`src/rtl/seg_pwr_seq_pkg.sv`:
```
// Shared types and constants for the Segway power-up / soft-start sequencer.
// Optional feature macro: SEG_SEQ_DECAY_EN (adds the DECAY ramp-down state).
package seg_pkg;

`ifdef SEG_SEQ_DECAY_EN
  typedef enum logic [1:0] {
    ST_OFF   = 2'd0,
    ST_RAMP  = 2'd1,
    ST_RUN   = 2'd2,
    ST_DECAY = 2'd3
  } seq_state_t;
`else
  typedef enum logic [1:0] {
    ST_OFF  = 2'd0,
    ST_RAMP = 2'd1,
    ST_RUN  = 2'd2
  } seq_state_t;
`endif

  localparam logic [7:0] SS_MAX = 8'hFF;
  localparam logic [7:0] SS_MIN = 8'h00;

endpackage

```
`src/rtl/seg_pwr_seq_if.sv`:
```
// Control bundle between rider/steering logic, the sequencer and the torque math.
// master = the side issuing requests and samples, slave = the sequencer.
interface seg_pwr_seq_if;
  logic       pwr_req;
  logic       steer_req;
  logic       vld;
  logic       too_fast;
  logic       pwr_up;
  logic [7:0] ss_tmr;
  logic       en_steer;
  logic       fault;

  modport master (
    output pwr_req, steer_req, vld, too_fast,
    input  pwr_up, ss_tmr, en_steer, fault
  );

  modport slave (
    input  pwr_req, steer_req, vld, too_fast,
    output pwr_up, ss_tmr, en_steer, fault
  );
endinterface

```
`src/rtl/seg_prescaler.sv`:
```
// Wrapping 0..DIV-1 counter that paces ss_tmr steps in both ramp directions.
// tick is high for the single cycle the count sits at DIV-1.
module seg_prescaler #(
  parameter int DIV = 512
) (
  input  logic clk,
  input  logic rst_n,
  input  logic clr,
  output logic tick
);
  localparam int CW = $clog2(DIV);

  logic [CW-1:0] cnt_q, cnt_d;

  assign tick = (cnt_q == CW'(DIV - 1));

  // Next count: synchronous clear wins, otherwise wrap at DIV-1.
  always_comb begin
    if (clr)       cnt_d = '0;
    else if (tick) cnt_d = '0;
    else           cnt_d = cnt_q + CW'(1);
  end

  // Count register.
  // NOTE: sequential state uses non-blocking assignments so every flop samples pre-edge values.
  always_ff @(posedge clk or negedge rst_n) begin
    if (!rst_n) cnt_q <= '0;
    else        cnt_q <= cnt_d;
  end
endmodule

```
`src/rtl/seg_pwr_seq.sv`:
```
// Power-up and soft-start sequencer: OFF -> RAMP -> RUN, with a sticky over-speed
// fault that either ramps the drive down (SEG_SEQ_DECAY_EN defined, DECAY state)
// or cuts it straight to OFF (macro undefined). Dropping pwr_req always wins.
module seg_pwr_seq
  import seg_pkg::*;
#(
  parameter int RAMP_DIV   = 512,
  parameter int FAST_LIMIT = 4
) (
  input  logic         clk,
  input  logic         rst_n,
  seg_pwr_seq_if.slave bus
);

`ifdef SEG_SEQ_DECAY_EN
  localparam seq_state_t FAULT_DEST = ST_DECAY;
`else
  localparam seq_state_t FAULT_DEST = ST_OFF;
`endif

  seq_state_t state_q, state_d;
  logic [7:0] ss_tmr_q, ss_tmr_d;
  logic [3:0] fast_cnt_q, fast_cnt_d;
  logic       fault_q, fault_d;
  logic       pwr_up_q, pwr_up_d;
  logic       en_steer_q, en_steer_d;

  logic       tick;
  logic       pre_clr;
  logic       active;
  logic       trip;
  logic [3:0] fast_inc;
  logic [7:0] ss_inc;
`ifdef SEG_SEQ_DECAY_EN
  logic [7:0] ss_dec;
  assign ss_dec = ss_tmr_q - 8'd1;
`endif

  // The over-speed watchdog only runs while torque is being delivered up or at full scale.
  assign active   = (state_q == ST_RAMP) || (state_q == ST_RUN);
  assign fast_inc = fast_cnt_q + 4'd1;
  assign trip     = active && bus.vld && bus.too_fast && (fast_inc == 4'(FAST_LIMIT));
  assign ss_inc   = ss_tmr_q + 8'd1;

  // Restart the step timer on every state change so each ramp phase begins a full step.
  assign pre_clr = (state_d != state_q) || (state_q == ST_OFF) || (state_q == ST_RUN);

  seg_prescaler #(.DIV(RAMP_DIV)) u_prescaler (
    .clk   (clk),
    .rst_n (rst_n),
    .clr   (pre_clr),
    .tick  (tick)
  );

  // State register.
  always_ff @(posedge clk or negedge rst_n) begin
    if (!rst_n) state_q <= ST_OFF;
    else        state_q <= state_d;
  end

  // Next-state logic; losing pwr_req overrides everything, a fault overrides ramp completion.
  always_comb begin
    // NOTE: default every comb output first so no path leaves it unassigned (no latch).
    state_d = state_q;
    if (!bus.pwr_req) begin
      state_d = ST_OFF;
    end else begin
      case (state_q)
        ST_OFF:  if (!fault_q) state_d = ST_RAMP;
        ST_RAMP: begin
          if (trip)                           state_d = FAULT_DEST;
          else if (tick && ss_inc == SS_MAX)  state_d = ST_RUN;
        end
        ST_RUN:  if (trip) state_d = FAULT_DEST;
`ifdef SEG_SEQ_DECAY_EN
        ST_DECAY: begin
          if (ss_tmr_q == SS_MIN || (tick && ss_dec == SS_MIN)) state_d = ST_OFF;
        end
`endif
        default: state_d = ST_OFF;
      endcase
    end
  end

  // Soft-start scale, over-speed streak counter and sticky fault.
  always_comb begin
    ss_tmr_d   = ss_tmr_q;
    fast_cnt_d = fast_cnt_q;
    fault_d    = fault_q;

    if (!bus.pwr_req) fault_d = 1'b0;
    else if (trip)    fault_d = 1'b1;

    if (active && bus.vld) fast_cnt_d = bus.too_fast ? fast_inc : 4'd0;

    case (state_d)
      ST_OFF: begin
        ss_tmr_d   = SS_MIN;
        fast_cnt_d = 4'd0;
      end
      ST_RAMP: begin
        if (state_q != ST_RAMP) begin
          ss_tmr_d   = SS_MIN;
          fast_cnt_d = 4'd0;
        end else if (tick) begin
          ss_tmr_d = ss_inc;
        end
      end
      ST_RUN: ss_tmr_d = SS_MAX;
`ifdef SEG_SEQ_DECAY_EN
      // Entry holds the current level; the exit to OFF at zero keeps this from underflowing.
      ST_DECAY: if (state_q == ST_DECAY && tick) ss_tmr_d = ss_dec;
`endif
      default: ;
    endcase
  end

  // Output decode from the upcoming state so the flops present it with one-cycle latency.
  always_comb begin
    pwr_up_d   = (state_d != ST_OFF);
    en_steer_d = (state_d == ST_RUN) && bus.steer_req;
  end

  // Datapath and output registers.
  always_ff @(posedge clk or negedge rst_n) begin
    if (!rst_n) begin
      ss_tmr_q   <= SS_MIN;
      fast_cnt_q <= 4'd0;
      fault_q    <= 1'b0;
      pwr_up_q   <= 1'b0;
      en_steer_q <= 1'b0;
    end else begin
      ss_tmr_q   <= ss_tmr_d;
      fast_cnt_q <= fast_cnt_d;
      fault_q    <= fault_d;
      pwr_up_q   <= pwr_up_d;
      en_steer_q <= en_steer_d;
    end
  end

  assign bus.pwr_up   = pwr_up_q;
  assign bus.ss_tmr   = ss_tmr_q;
  assign bus.en_steer = en_steer_q;
  assign bus.fault    = fault_q;

endmodule

```
`src/flat_wrapper.sv`:
```
// flat-port wrapper written by rule: the top's interface ports become plain ports
module seg_pwr_seq_flat import seg_pkg::*;
#(
  parameter int RAMP_DIV   = 512,
  parameter int FAST_LIMIT = 4
)
  (clk, rst_n, bus_pwr_req, bus_steer_req, bus_vld, bus_too_fast, bus_pwr_up, bus_ss_tmr, bus_en_steer, bus_fault);
  seg_pwr_seq_if bus_i ();
  input  logic clk;
  input  logic rst_n;
  input wire logic [$bits(bus_i.pwr_req)-1:0] bus_pwr_req;
  input wire logic [$bits(bus_i.steer_req)-1:0] bus_steer_req;
  input wire logic [$bits(bus_i.vld)-1:0] bus_vld;
  input wire logic [$bits(bus_i.too_fast)-1:0] bus_too_fast;
  output wire logic [$bits(bus_i.pwr_up)-1:0] bus_pwr_up;
  output wire logic [$bits(bus_i.ss_tmr)-1:0] bus_ss_tmr;
  output wire logic [$bits(bus_i.en_steer)-1:0] bus_en_steer;
  output wire logic [$bits(bus_i.fault)-1:0] bus_fault;
  assign bus_i.pwr_req = bus_pwr_req;
  assign bus_i.steer_req = bus_steer_req;
  assign bus_i.vld = bus_vld;
  assign bus_i.too_fast = bus_too_fast;
  assign bus_pwr_up = bus_i.pwr_up;
  assign bus_ss_tmr = bus_i.ss_tmr;
  assign bus_en_steer = bus_i.en_steer;
  assign bus_fault = bus_i.fault;
  seg_pwr_seq #(.RAMP_DIV(RAMP_DIV), .FAST_LIMIT(FAST_LIMIT)) u_core (.clk(clk), .rst_n(rst_n), .bus(bus_i));
endmodule
```
`config.mk`:
```
export PLATFORM = sky130hd
export DESIGN_NAME = seg_pwr_seq_flat
export DESIGN_NICKNAME = d
export VERILOG_FILES = /design/src/rtl/seg_pwr_seq_pkg.sv /design/src/rtl/seg_pwr_seq_if.sv /design/src/rtl/seg_prescaler.sv /design/src/rtl/seg_pwr_seq.sv /design/src/flat_wrapper.sv
export SDC_FILE = /design/constraint.sdc
export NUM_CORES = 1
export LEC_CHECK = 0
export ABC_AREA = 1
export BUFFER_PORTS_ARGS = -buffer_cell sky130_fd_sc_hd__buf_2
export CAP_MARGIN = 20
export CORE_MARGIN = 2
export CORE_UTILIZATION = 52
export CTS_CLUSTER_DIAMETER = 40
export DETAILED_ROUTE_END_ITERATION = 12
export PLACE_DENSITY = 0.71
export SYNTH_ARGS = -nofsm -noshare
export SYNTH_HDL_FRONTEND = slang
export SYNTH_HIERARCHICAL = 1
export SYNTH_SLANG_ARGS = --single-unit
```
`constraint.sdc`:
```
create_clock -name clk -period 3.2 [get_ports clk]
set_clock_uncertainty 0.2 [all_clocks]
set_input_delay 0.64 -clock clk [delete_from_list [all_inputs] [get_ports clk]]
set_output_delay 0.64 -clock clk [all_outputs]
set_load 0.01 [all_outputs]
```
Yosys cells after proc, flatten, opt, wreduce, memory -nomap -nowiden. Cells that the tools add are included.

Flip-flop bits (word level): 26. Output and inout port bits: 11. Logic and storage cells: 51.

Add/sub/neg operators: 3. Eq/ne operators: 11. Multiplexer cells: 17. Reduce and logical (&&, ||, !) cells: 13.

Operators with widths (count): $pmux W8 S3 (1); $mux W9 (2); $mux W8 (2); $mux W4 (3); $mux W2 (5); $add A9 B1 Y9 const B (1); $eq A9 B9 Y1 const B (1); $add A8 B1 Y8 const B (1); $eq A8 B8 Y1 const B (1); $pmux W4 S2 (1); $pmux W2 S3 (1); $logic_and A1 B1 Y1 (5); $add A4 B1 Y4 const B (1); $eq A2 B1 Y1 const B (2); $eq A2 B2 Y1 const B (2); $eq A4 B3 Y1 const B (1); $logic_not A2 Y1 (2); $ne A2 B1 Y1 const B (2); $logic_or A1 B1 Y1 (3); $ne A3 B1 Y1 const B (1); $reduce_bool A3 Y1 (1); $mux W1 (2); $ne A2 B2 Y1 (1); $reduce_and A2 Y1 (1); $reduce_bool A2 Y1 (1).

Longest topological paths before layout.
Depth after elaboration: 12. Gate-level depth with buffers: 22.

By module. Netlist, hierarchy kept.

Modules (own cells, without submodules): seg_pwr_seq (instances 1, cells each 155, area an instance 1176.1 µm², sequential area each 425.4 µm²); seg_prescaler (instances 1, cells each 52, area an instance 427.9 µm², sequential area each 225.2 µm²).

Worst setup path before layout. No wires, ideal clock.

Path type: reg2reg. From: reg u_core.u_prescaler.cnt_q[0]. To: reg u_core.ss_tmr_q[2], in the netlist u_core/bus.ss_tmr[2]. Setup time: 0.083 ns. Data arrival time: 2.723 ns. Data required time: 2.917 ns. Slack: 0.195 ns. Stages on the path, launching flop included: 23. Clock period less this slack: 3.005 ns. Cells stage by stage: dfrtp_1 ha_1 nand2_1 inv_1 nand2_1 nor2_1 ha_1 nand3_1 nor2_1 nand3_1 nor2_4 nand3_1 nand2_1 nand2_1 nand2_2 inv_1 ha_1 nand2_1 nor2_1 nor2_1 clkbuf_1 nand3_1 o21ai_0.

Cells in the longest elaborated chain, start to end: 9. Elaborated cells on any way between the ends: 13. Those cells by class: eq/ne (4); mux (5); reduce/logical (4).

Ends and longest elaborated chain: start: declaration (RTL line seg_prescaler.sv:13) `logic [CW-1:0] cnt_q, cnt_d;`; start signal: assignment (RTL line seg_prescaler.sv:28) `else cnt_q <= cnt_d;`; $eq A9 B9 Y1 (*) (RTL line seg_prescaler.sv:15) `assign tick = (cnt_q == CW'(DIV - 1));`; net u_core.tick (RTL line seg_pwr_seq.sv:28) `logic tick;`; $logic_and A1 B1 Y1 (*) (RTL line seg_pwr_seq.sv:72) `else if (tick && ss_inc == SS_MAX) state_d = ST_RUN;`; $mux W2 (*) (RTL line seg_pwr_seq.sv:72); $mux W2 (*) (RTL line seg_pwr_seq.sv:71) `if (trip) state_d = FAULT_DEST;`; $pmux W2 S3 (*) (RTL line seg_pwr_seq.sv:68) `case (state_q)`; $mux W2 (*) (RTL line seg_pwr_seq.sv:65) `if (!bus.pwr_req) begin`; net u_core.state_d[0] (RTL line seg_pwr_seq.sv:21) `seq_state_t state_q, state_d;`; $eq A2 B1 Y1, or another cell as far along (RTL line seg_pwr_seq.sv:96) `case (state_d)`; $ne A3 B1 Y1 (no source line) / $reduce_bool A3 Y1 (equally long branches); $reduce_and A2 Y1 (no source line); end signal: assignment (RTL line seg_pwr_seq.sv:133) `ss_tmr_q <= ss_tmr_d;`; end: declaration (RTL line seg_pwr_seq.sv:22) `logic [7:0] ss_tmr_q, ss_tmr_d;`.

Mark *: on every way through the listed nets, which the timed path passes. The rest lies on a longest branch. A chain may end at the register's enable or synchronous reset.

Worst setup path in the final report.
From: reg u_core.u_prescaler.cnt_q[1]. To: reg u_core.ss_tmr_q[4], in the netlist u_core/bus.ss_tmr[4].

Cells in the longest elaborated chain, start to end: 9. Elaborated cells on any way between the ends: 13. Those cells by class: eq/ne (4); mux (5); reduce/logical (4).

Ends and longest elaborated chain (RTL line): $eq A9 B9 Y1 (*) (seg_prescaler.sv:15); net u_core.tick (seg_pwr_seq.sv:28); $logic_and A1 B1 Y1 (seg_pwr_seq.sv:72); $mux W2 (seg_pwr_seq.sv:72); $mux W2 (seg_pwr_seq.sv:71); $pmux W2 S3 (seg_pwr_seq.sv:68); $mux W2 (seg_pwr_seq.sv:65); $eq A2 B1 Y1, or another cell as far along (seg_pwr_seq.sv:96); $ne A3 B1 Y1 (no source line) / $reduce_bool A3 Y1 (equally long branches); $reduce_and A2 Y1 (no source line).

Marks and branches as above.

==> summary.txt <==
Setup path
  • Worst Setup Path Type: register to register
  • Cell mode on critical path: nand2_2
  • Setup crit end kind: register
  • Cells on worst reg2reg path: 22
  • Reg-to-Reg Start: u_core/u_prescaler/cnt_q[1]
  • Critical path depth: 22
  • Reg-to-reg endpoint: u_core/bus.ss_tmr[4]
  • Worst R2R Setup Slack: 0.24 ns
  • Worst Path Required: 3.26 ns
  • Critical Path Sink: u_core/bus.ss_tmr[4]
  • Worst EP arrival: 3.02 ns
  • Worst-path fanout max: 5
  • Slowest cell delay on critical path: 0.39 ns
  • Critical Path, Cell by Cell: ha_2 -> nand2_2 -> inv_2 -> nand2_1 -> nor2_1 -> ha_2 -> nand3_1 -> nor2_1 -> nand3_1 -> nor2_4 -> nand3_2 -> nand2_2 -> nand2_2 -> nand2_2 -> nand2_1 -> ha_2 -> nand2_4 -> nor2_2 -> nor2_2 -> buf_2 -> nand3_1 -> nand2_1
  • CP max-delay cell: dfrtp_1
  • Top cell family by delay on the critical path: simple AND/OR/NAND/NOR gates
  • Startpoint types: register
  • CP startpoint: u_core/u_prescaler/cnt_q[1]
  • Critical path buffers and inverters: 2

Global route
  • Global-route wire length before repair: 5278 µm
  • Antenna violations before repair: 0
  • Global route overflow: 0
  • Vias in the first global route: 1,199
  • Overall Global Routing Usage: 0.1927
  • Largest net degree at the start of global routing: 27

Logic synthesis
  • Syn_area_per_cell: 7.749 µm²
  • Post-synth top cells: nand2_1, inv_1, dfrtp_1
  • Ranking of synthesized cells by area: dfrtp_1, ha_1, nand2_1, inv_1, nor2_1
  • Top-count cell post-synth: nand2_1
  • Asr flop ratio synth: 1.000
  • Yosys cell types: 22
  • Synth Register Bits: 26
  • Ys flop type: dfrtp_1
  • Post-synth top area share: 0.4056
  • Mapped cell area: 1604 µm²
  • Post-synthesis sequential area ratio: 0.4056
  • EDFF count, synth: 0
  • Mapped Nets: 226
  • Yosys Warn Count: 6
  • Post-synthesis cell count: 207
  • Leading area contributor after synthesis: dfrtp_1

Floorplan
  • Die area: 3545 µm²
  • Chip Width: 59.54 µm
  • I/O Pins: 17
  • Core area: 3003 µm²
  • Die Y: 59.54 µm
  • Initial Utilization: 0.5342
  • # rows: 20

Power and ir drop
  • Pwr per Cell Area: 295.3 nW/µm²
  • Switching share of total power: 0.2547
  • Power, Total: 547.9 µW
  • P_leak: 0.0009270 µW
  • Int Pwr: 408.4 µW
  • Net Sw Power: 139.5 µW
  • Seq pwr share: 0.616
  • Max VDD drop: 0.1813 mV
  • Comb power frac: 0.140
  • Clock Power Share: 0.245

STA
  • Post-route setup slack: 0.2436 ns
  • Max-slew violations: 0
  • F_max: 0.3383 GHz
  • Count of final setup violators: 0
  • Worst hold slack: 0.1064 ns
  • Final hold violations: 0
  • Crit path time final: 2.956 ns
  • Tightest Pin Transition: 0.5813 ns
  • Period utilization: 0.9239
  • Rel. slew slack: 0.6125

Status
  • Status: finished clean

Placed design
  • Place WS: 0.08933 ns
  • Detail Placement HPWL: 2328 µm
  • Placer Congestion: 0.8845
  • Number of port buffers: 16

Final layout
  • Filler Cells Inserted: 281
  • Final #Nets: 257
  • N_diodes: 0
  • Reg area: 650.6 µm²
  • Area of the multi-input gates: 857.1 µm²
  • Area Growth Syn to Fin: 15.68%
  • Layout cell share with drive strength beyond 1: 0.2712
  • Final Util: 0.6179

Clock network
  • CTS Buf Count: 3
  • # clock sinks: 26
  • Clk buf depth: 2
  • Worst-path clk slew: 0.13 ns
  • H-tree levels: 1
  • CTS tree: yes
  • Clk_lat worst skew: 0.31 ns
  • Clk root buf: clkbuf_4
  • # hold bufs at CTS: 0

Job
  • Max cap viols: 0

Route
  • Detail-routed net length per standard cell: 11.38 µm
  • Final wirelength: 3060 µm
  • Pre-antenna DRT Iters: 4
  • Avg Vias per Cell: 5.108
  • Routed Antenna Nets: 0
  • DR vias: 1,374
  • Starting DRT DRC Count: 70
  • # DRC: 0

Worst hold path
  • Path type of the worst min-delay path: input pin to asynchronous set/reset pin
==> worst min path at each step <==
stage               cells after the start  slack, ns                   startpoint                           to
floorplan                               0       0.14                        rst_n          u_core/bus.en_steer
global placement                        1       0.26  u_core/u_prescaler/cnt_q[0]  u_core/u_prescaler/cnt_q[0]
detailed placement                      1       0.28  u_core/u_prescaler/cnt_q[0]  u_core/u_prescaler/cnt_q[0]
CTS                                     1       0.12                        rst_n         u_core/bus.ss_tmr[2]
global route                            1       0.13                        rst_n          u_core/bus.en_steer
finish                                  1       0.11                        rst_n         u_core/bus.ss_tmr[2]
==> registers in the layout (all words and copies together) (netlist names) <==
name                      flops
u_core/fast_cnt_q             4
u_core/state_q                2
u_core/bus.en_steer           1
u_core/bus.fault              1
u_core/bus.ss_tmr             8
u_core/u_prescaler/cnt_q      9
u_core/bus.pwr_up             1
==> routing by layer <==
layer | global-route usage | part of all wire | vias up
li1 | - | - | 714
met1 | 0.2895 | 0.50 | 636
met2 | 0.2983 | 0.47 | 22
met3 | 0.02620 | 0.031 | 2
met4 | 0.03810 | 0.0039 | 0
met5 | 0 | 0 | -
==> power groups by stage <==
stage,registers [µW],clock network (µW),logic [µW]
detailed placement,344,0,60.9
floorplan,345,0,36.8
CTS,338,142,61.1
global route,338,154,85.9
global placement,344,0,60.7
finish,337,134,76.4
==> layout make-up <==
cell class,count,area share
clock buffers,3,0.01214
inverters,32,0.06473
multi-input cells,148,0.4619
flip-flops and latches,26,0.3506
well taps,33,0.02225
repair buffers,27,0.08833
==> metrics by stage <==
step | setup TNS (ns) | std cells | cell area, µm²
finish | 0 | 269 | 1856
floorplan | 0 | 207 | 1604
global placement | 0 | 258 | 1744
CTS | 0 | 261 | 1767
detailed placement | 0 | 258 | 1744
global route | -0.1421 | 269 | 1856
==> repair_timing <==
item | CTS | global route
buffers inserted | 0 | 7
endpoints found under the setup margin | 0 | 12
resized for setup | 0 | 17
==> layout by cell type, fill, tap and decap left out, types with 2 or more instances in the layout <==
master | Yosys | routed
a22oi_1 | 2 | 2
nor2_4 | 3 | 3
clkbuf_4 | 0 | 3
ha_1 | 13 | 9
buf_4 | 0 | 9
nand2_1 | 38 | 35
inv_2 | 2 | 4
nand2_2 | 9 | 11
o21ai_1 | 3 | 6
xor2_1 | 3 | 3
buf_2 | 0 | 17
ha_2 | 0 | 4
o21ai_0 | 16 | 13
nor2_2 | 5 | 7
inv_1 | 30 | 28
or2_2 | 3 | 3
nand3_1 | 16 | 16
a21oi_1 | 9 | 9
nor2_1 | 23 | 21
dfrtp_1 | 26 | 26
==> cells by family (layout without fill, tap and decap cells) <==
| group | count (synthesis) | after routing | synth area share |
|---|---|---|---|
| XOR/XNOR | 3 | 3 | 0.01638 |
| flip-flops | 26 | 26 | 0.4056 |
| AND/OR/NAND/NOR | 99 | 99 | 0.2894 |
| AO/OA/AOI/OAI | 33 | 33 | 0.1100 |
| buffers and inverters | 33 | 62 | 0.07722 |
| adder cells (fa/ha/maj) | 13 | 13 | 0.1014 |
==> worst reg2reg max path, delay by kind of cell (launching register included) <==
family | cells | cell delay, ns
buffers and inverters | 2 | 0.26
DFF | 1 | 0.39
adders and majority gates | 3 | 0.60
and+or+nand+nor | 17 | 1.47
(Power assumes the default switching activity.)
